--- config.mk ---
export PLATFORM = sky130hd
export DESIGN_NAME = cdb_arbiter
export DESIGN_NICKNAME = d
export VERILOG_FILES = /design/src/rtl/cdb_arbiter.sv
export SDC_FILE = /design/constraint.sdc
export NUM_CORES = 1
export LEC_CHECK = 0
export ABC_AREA = 1
export CORE_MARGIN = 4
export CORE_UTILIZATION = 40
export DETAILED_ROUTE_END_ITERATION = 16
export MAX_ROUTING_LAYER = met4
export PLACE_DENSITY = 0.68
export SYNTH_ARGS = -nofsm -noshare
export SYNTH_HDL_FRONTEND = slang
export SYNTH_SLANG_ARGS = --single-unit
--- constraint.sdc ---
create_clock -name clk_in -period 4.05 [get_ports clk_in]
set_input_delay 0.6075 -clock clk_in [delete_from_list [all_inputs] [get_ports clk_in]]
set_output_delay 0.6075 -clock clk_in [all_outputs]
set_load 0.01 [all_outputs]
--- src/rtl/cdb_arbiter.sv ---
// Round-robin arbiter that drains the ALU and LSB result FIFOs onto the
// single common data bus, one registered beat per cycle.
module cdb_arbiter #(
    parameter int DATA_WIDTH      = 32,
    parameter int ROB_INDEX_WIDTH = 4,
    parameter int FIFO_DEPTH      = 4
) (
    input  logic                       clk_in,
    input  logic                       rst_in,
    input  logic                       rdy_in,
    input  logic                       rob_clear,
    input  logic                       alu_in_valid,
    input  logic [ROB_INDEX_WIDTH-1:0] alu_in_rob_index,
    input  logic [DATA_WIDTH-1:0]      alu_in_val,
    output logic                       alu_in_ready,
    input  logic                       lsb_in_valid,
    input  logic [ROB_INDEX_WIDTH-1:0] lsb_in_rob_index,
    input  logic [DATA_WIDTH-1:0]      lsb_in_val,
    output logic                       lsb_in_ready,
    output logic                       cdb_valid,
    output logic [ROB_INDEX_WIDTH-1:0] cdb_rob_index,
    output logic [DATA_WIDTH-1:0]      cdb_val,
    output logic                       cdb_src
);

    localparam int PTR_W = (FIFO_DEPTH > 1) ? $clog2(FIFO_DEPTH) : 1;
    localparam int CNT_W = $clog2(FIFO_DEPTH + 1);
    localparam logic [CNT_W-1:0] CNT_FULL = CNT_W'(FIFO_DEPTH);
    localparam logic [CNT_W-1:0] CNT_ONE  = CNT_W'(1);
    localparam logic [PTR_W-1:0] PTR_ONE  = PTR_W'(1);
    localparam logic SRC_ALU = 1'b0;
    localparam logic SRC_LSB = 1'b1;

    logic [ROB_INDEX_WIDTH-1:0] alu_tag_mem [FIFO_DEPTH];
    logic [DATA_WIDTH-1:0]      alu_val_mem [FIFO_DEPTH];
    logic [ROB_INDEX_WIDTH-1:0] lsb_tag_mem [FIFO_DEPTH];
    logic [DATA_WIDTH-1:0]      lsb_val_mem [FIFO_DEPTH];

    logic [PTR_W-1:0] alu_head, alu_tail, lsb_head, lsb_tail;
    logic [CNT_W-1:0] alu_count, lsb_count;
    logic             last_grant;

    logic alu_push, lsb_push, alu_pop, lsb_pop;
    logic alu_nonempty, lsb_nonempty, grant_lsb;

    // Readiness looks only at registered occupancy, so a full FIFO refuses
    // a push even when it is being popped in the same cycle.
    assign alu_in_ready = rdy_in && !rst_in && (alu_count != CNT_FULL);
    assign lsb_in_ready = rdy_in && !rst_in && (lsb_count != CNT_FULL);

    // Tag 0 means "no dependency": accept the handshake but never store it.
    assign alu_push = alu_in_valid && alu_in_ready && !rob_clear && (alu_in_rob_index != '0);
    assign lsb_push = lsb_in_valid && lsb_in_ready && !rob_clear && (lsb_in_rob_index != '0);

    assign alu_nonempty = (alu_count != '0);
    assign lsb_nonempty = (lsb_count != '0);
    assign grant_lsb    = lsb_nonempty && (!alu_nonempty || (last_grant == SRC_ALU));
    assign alu_pop      = alu_nonempty && !grant_lsb;
    assign lsb_pop      = grant_lsb;

    always_ff @(posedge clk_in) begin
        if (alu_push) begin
            alu_tag_mem[alu_tail] <= alu_in_rob_index;
            alu_val_mem[alu_tail] <= alu_in_val;
        end
        if (lsb_push) begin
            lsb_tag_mem[lsb_tail] <= lsb_in_rob_index;
            lsb_val_mem[lsb_tail] <= lsb_in_val;
        end
    end

    always_ff @(posedge clk_in) begin
        if (rst_in) begin
            alu_head      <= '0;
            alu_tail      <= '0;
            alu_count     <= '0;
            lsb_head      <= '0;
            lsb_tail      <= '0;
            lsb_count     <= '0;
            last_grant    <= SRC_LSB;
            cdb_valid     <= 1'b0;
            cdb_rob_index <= '0;
            cdb_val       <= '0;
            cdb_src       <= SRC_ALU;
        end else if (rdy_in) begin
            if (rob_clear) begin
                alu_head   <= '0;
                alu_tail   <= '0;
                alu_count  <= '0;
                lsb_head   <= '0;
                lsb_tail   <= '0;
                lsb_count  <= '0;
                last_grant <= SRC_LSB;
                cdb_valid  <= 1'b0;
            end else begin
                if (alu_push) alu_tail <= alu_tail + PTR_ONE;
                if (lsb_push) lsb_tail <= lsb_tail + PTR_ONE;
                if (alu_pop)  alu_head <= alu_head + PTR_ONE;
                if (lsb_pop)  lsb_head <= lsb_head + PTR_ONE;

                if (alu_push && !alu_pop)      alu_count <= alu_count + CNT_ONE;
                else if (!alu_push && alu_pop) alu_count <= alu_count - CNT_ONE;
                if (lsb_push && !lsb_pop)      lsb_count <= lsb_count + CNT_ONE;
                else if (!lsb_push && lsb_pop) lsb_count <= lsb_count - CNT_ONE;

                cdb_valid <= alu_pop || lsb_pop;
                if (alu_pop) begin
                    cdb_rob_index <= alu_tag_mem[alu_head];
                    cdb_val       <= alu_val_mem[alu_head];
                    cdb_src       <= SRC_ALU;
                    last_grant    <= SRC_ALU;
                end else if (lsb_pop) begin
                    cdb_rob_index <= lsb_tag_mem[lsb_head];
                    cdb_val       <= lsb_val_mem[lsb_head];
                    cdb_src       <= SRC_LSB;
                    last_grant    <= SRC_LSB;
                end
            end
        end
    end

endmodule

==> flow_summary.html <==
<table>
<tr><th>Metric</th><th>Value</th></tr>
<tr><th colspan="2">Synth</th></tr>
<tr><td>Count of flip-flops with a built-in enable after synthesis</td><td>288</td></tr>
<tr><td>Count of distinct cell types in the synthesized netlist</td><td>35</td></tr>
<tr><td>Ys Warns</td><td>0</td></tr>
<tr><td>Post-synth design cell area</td><td>around 14,000 um^2</td></tr>
<tr><td>Main synth FF type</td><td>edfxtp_1</td></tr>
<tr><td>Register area share after synthesis</td><td>0.714</td></tr>
<tr><td>Share of flip-flops with an asynchronous set or reset</td><td>0</td></tr>
<tr><td>Syn Area/Cell</td><td>11.6 um^2</td></tr>
<tr><td>Number of standard cells after synthesis</td><td>1,181</td></tr>
<tr><td>Net count after synthesis</td><td>1,269</td></tr>
<tr><td>Count of state elements after synthesis</td><td>345</td></tr>
<tr><th colspan="2">Timing</th></tr>
<tr><td>Achievable clock frequency</td><td>355 MHz</td></tr>
<tr><td>Tcrit/Tclk final</td><td>0.696</td></tr>
<tr><td>Setup violations, final</td><td>0</td></tr>
<tr><td>Slew margin rel.</td><td>0.463</td></tr>
<tr><td>Pins Over Slew Limit</td><td>0</td></tr>
<tr><td>Slew at the pin closest to its max-slew limit</td><td>805 ps</td></tr>
<tr><td>Final worst hold slack</td><td>approximately 470 ps</td></tr>
<tr><td>Minimum clock period after layout</td><td>2820 ps</td></tr>
<tr><td>Setup repair after global routing missed its margin</td><td>no</td></tr>
<tr><td>Final Hold Vio Count</td><td>0</td></tr>
<tr><td>Final clock skew</td><td>13.3 ps</td></tr>
<tr><td>Final sum of negative setup slack</td><td>0 ps</td></tr>
<tr><th colspan="2">Worst setup path</th></tr>
<tr><td>Maximum single-stage delay on the critical path</td><td>730 ps</td></tr>
<tr><td>Source of the critical timing path</td><td>rst_in</td></tr>
<tr><td>Critical path endpoint category</td><td>primary output</td></tr>
<tr><td>Cell with the biggest individual delay on the critical path</td><td>clkdlybuf4s50_1</td></tr>
<tr><td>Required arrival time at the worst endpoint</td><td>3440 ps</td></tr>
<tr><td>Critical setup path kind</td><td>in2out</td></tr>
<tr><td>Slack of the worst reg-to-reg path</td><td>approximately 1900 ps</td></tr>
<tr><td>Chain of cells forming the critical path</td><td>clkdlybuf4s50_1 &gt; clkinv_2 &gt; nand2_1 &gt; inv_2 &gt; nand2_2 &gt; inv_2 &gt; clkdlybuf4s50_1</td></tr>
<tr><td>Biggest fanout along the worst timing path</td><td>10</td></tr>
<tr><td>Worst setup path endpoint</td><td>alu_in_ready</td></tr>
<tr><td>Type of element launching the critical path</td><td>input pin</td></tr>
<tr><td>Critical path data arrival time</td><td>2210 ps</td></tr>
<tr><td>Capture instance of the worst register-to-register path</td><td>cdb_val[15]$_SDFFE_PP0P_</td></tr>
<tr><td>Depth of the worst register-to-register path</td><td>8</td></tr>
<tr><th colspan="2">Run</th></tr>
<tr><td>Max-cap violation count</td><td>0</td></tr>
<tr><th colspan="2">Status</th></tr>
<tr><td>Run status</td><td>complete, no violations</td></tr>
<tr><th colspan="2">Power and ir drop</th></tr>
<tr><td>Peak VDD IR</td><td>approximately 270 uV</td></tr>
<tr><td>Leakage</td><td>5.98 nW</td></tr>
<tr><td>Power Density</td><td>between 400 and 500 nW/um^2</td></tr>
<tr><th colspan="2">GRT</th></tr>
<tr><td>Antenna violations before repair</td><td>3</td></tr>
<tr><td>Vias in the first global route</td><td>approximately 8,300</td></tr>
<tr><td>Overflow left after global routing</td><td>0</td></tr>
<tr><td>Wire length of the first global-routing pass</td><td>48,400 um</td></tr>
<tr><td>Largest net degree at the start of global routing</td><td>75</td></tr>
<tr><td>Gr usage total</td><td>0.173</td></tr>
<tr><th colspan="2">Die</th></tr>
<tr><td>Full die area</td><td>37,300 um^2</td></tr>
<tr><td>Io pins</td><td>roughly 120</td></tr>
<tr><td>Area of the core</td><td>33,700 um^2</td></tr>
<tr><td>Initial Utilization</td><td>0.407</td></tr>
<tr><td>Vert. Die Dim</td><td>around 190 um</td></tr>
<tr><td>Die width</td><td>193 um</td></tr>
<tr><td>Core Rows</td><td>67</td></tr>
<tr><th colspan="2">Clock tree</th></tr>
<tr><td>Number of gates resized after CTS</td><td>0</td></tr>
<tr><td>Maximum clock insertion buffer count</td><td>3</td></tr>
<tr><td>CTS H-tree depth</td><td>2</td></tr>
<tr><td>Clock-pin slew on the worst setup and hold paths</td><td>approximately 60 ps</td></tr>
<tr><td>Clock Sinks</td><td>roughly 350</td></tr>
<tr><td>Clk root buf</td><td>clkbuf_16</td></tr>
<tr><td>Clock tree from TritonCTS</td><td>yes</td></tr>
<tr><td>Hold-fix buffers at CTS</td><td>0</td></tr>
<tr><td>Number of setup buffers added after CTS</td><td>0</td></tr>
<tr><td>Number of clock buffers inserted by TritonCTS</td><td>35</td></tr>
<tr><td>Clock latency at the later pin of the worst-skew pair</td><td>520 ps</td></tr>
<tr><th colspan="2">Route</th></tr>
<tr><td>Via total after detailed routing</td><td>8,809</td></tr>
<tr><td>Number of nets still failing antenna checks after routing</td><td>0</td></tr>
<tr><td>Total wirelength of the detailed-routed design</td><td>31,700 um</td></tr>
<tr><td>Routed WL per cell</td><td>17.9 um</td></tr>
<tr><td>Vias/cell</td><td>approximately 5</td></tr>
<tr><td>First-pass iteration count of the detailed router</td><td>5</td></tr>
<tr><td>DRC marker count from the first detailed-route iteration</td><td>856</td></tr>
<tr><td>DRC</td><td>0</td></tr>
<tr><th colspan="2">Cells and area</th></tr>
<tr><td>Layout overhead on the synthesized area</td><td>20.3%</td></tr>
<tr><td>Ratio of cells with drive above 1 in the final layout</td><td>0.0827</td></tr>
<tr><td>Total of fill cells in the finished design</td><td>between 2,000 and 3,000</td></tr>
<tr><td>Final-stage net count</td><td>around 1,400</td></tr>
<tr><th colspan="2">Placement</th></tr>
<tr><td>Global placement routability congestion</td><td>0.920</td></tr>
<tr><td>Buffers on Ports</td><td>117</td></tr>
<tr><td>Final HPWL from detailed placement</td><td>20,200 um</td></tr>
<tr><th colspan="2">Min path</th></tr>
<tr><td>Hold path startpoint</td><td>cdb_valid$_SDFFE_PP0P_</td></tr>
<tr><td>Worst hold path class</td><td>reg2reg</td></tr>
</table>
==> where the power goes <==
group	switching [mW]	total (mW)	internal, mW
logic	0.432	0.693	0.261
registers	0.0390	3.94	3.91
clock network	1.29	3.18	1.90
total	1.76	7.82	6.06
==> placed cells by master (no fill, tap or decap), drive strengths merged, types with 2 or more instances in the layout <==
cell type / synthesis / routed
nand3b: 2 / 2
diode: 0 / 3
nor2: 21 / 21
inv: 77 / 78
buf: 43 / 22
clkdlybuf4s50: 0 / 117
o211ai: 36 / 36
nand4: 3 / 3
clkbuf: 22 / 50
edfxtp: 288 / 288
clkinv: 3 / 13
dfxtp: 57 / 57
nand3: 151 / 151
bufinv: 0 / 2
nand2: 331 / 331
ha: 8 / 8
fa: 2 / 2
o21ai: 45 / 45
a21oi: 86 / 86
==> worst max-delay path, delay by kind of cell <==
family                 cells  cell delay [ps]
and+or+nand+nor            2              180
buffers and inverters      5             1430
==> state kept, by name, summed over array words and instances (netlist names), named ones only <==
name / cells
last_grant: 1
alu_tag_mem: 16
lsb_count: 3
cdb_val: 32
lsb_val_mem: 128
lsb_tail: 2
alu_tail: 2
alu_val_mem: 128
cdb_valid: 1
alu_head: 2
alu_count: 3
cdb_src: 1
cdb_rob_index: 4
lsb_tag_mem: 16
lsb_head: 2
==> layout make-up <==
type	instances	area [um^2]	area share
Clock buffer	50	1020	0.0621
Inverter	80	302	0.0183
Multi-Input combinational cell	691	3330	0.202
Timing Repair Buffer	139	1350	0.0818
Tap cell	448	561	0.0340
Clock inverter	13	128	0.00774
Sequential cell	345	9790	0.594
Antenna cell	3	7.51	0.000455
==> worst min path at each step <==
stage	cells past startpoint	to
2_1_floorplan	2	alu_count[1]$_SDFFE_PP0P_
3_3_place_gp	2	cdb_valid$_SDFFE_PP0P_
3_5_place_dp	2	cdb_valid$_SDFFE_PP0P_
4_1_cts	2	cdb_valid$_SDFFE_PP0P_
5_1_grt	2	cdb_valid$_SDFFE_PP0P_
6_report	2	cdb_valid$_SDFFE_PP0P_
==> logic make-up (layout without fill, tap and decap cells) <==
family,count (synthesis),count (layout),synth area share
compound gates,170,170,0.0695
xor+xnor,2,2,0.00128
fa+ha+maj,10,10,0.0102
buf+inv,145,282,0.0475
flops,345,345,0.714
other cells,0,3,0
simple gates,509,509,0.157
==> metal layers <==
layer / routed length (um) / part of all wire / global-route usage / vias to the layer above
met5: 0 / 0 / - / -
met4: 983 / 0.031 / 0.0534 / 0
met3: 1760 / 0.055 / 0.0317 / 58
met2: 14800 / 0.47 / 0.263 / 232
met1: 14100 / 0.45 / 0.239 / 4181
li1: - / - / - / 4338
==> synthesized netlist by cell type, types with 2 or more instances <==
master / n / share of area
inv_2: 12 / 0.0033
buf_6: 7 / 0.0057
o211ai_1: 36 / 0.020
inv_1: 65 / 0.018
nand4_1: 3 / 0.0014
a21oi_1: 85 / 0.031
buf_1: 3 / 0.00082
nor2_1: 19 / 0.0052
o21ai_0: 36 / 0.013
buf_4: 5 / 0.0027
nand2_4: 2 / 0.0016
dfxtp_1: 57 / 0.083
clkbuf_1: 22 / 0.0060
nand3b_1: 2 / 0.0011
fa_1: 2 / 0.0029
o21ai_1: 8 / 0.0029
edfxtp_1: 288 / 0.63
buf_2: 28 / 0.010
nand2_2: 3 / 0.0014
clkinv_1: 2 / 0.00055
ha_1: 8 / 0.0073
nand2_1: 326 / 0.089
nand3_1: 149 / 0.054
nand3_2: 2 / 0.0015
==> per-stage QoR <==
| step | instance area (um^2) | total power [mW] | cells | setup slack [ps] | util |
|---|---|---|---|---|---|
| floorplan | 13700 | 4.39 | 1181 | 968 | - |
| global placement | 15300 | 4.70 | 1703 | 1130 | 0.455 |
| detailed placement | 15300 | 4.72 | 1703 | 1100 | 0.455 |
| CTS | 16500 | 7.89 | 1766 | 1240 | 0.489 |
| global route | 16500 | 8.09 | 1769 | 1130 | 0.489 |
| finish | 16500 | 7.82 | 1769 | 1230 | 0.489 |
(Power assumes the default switching activity.)
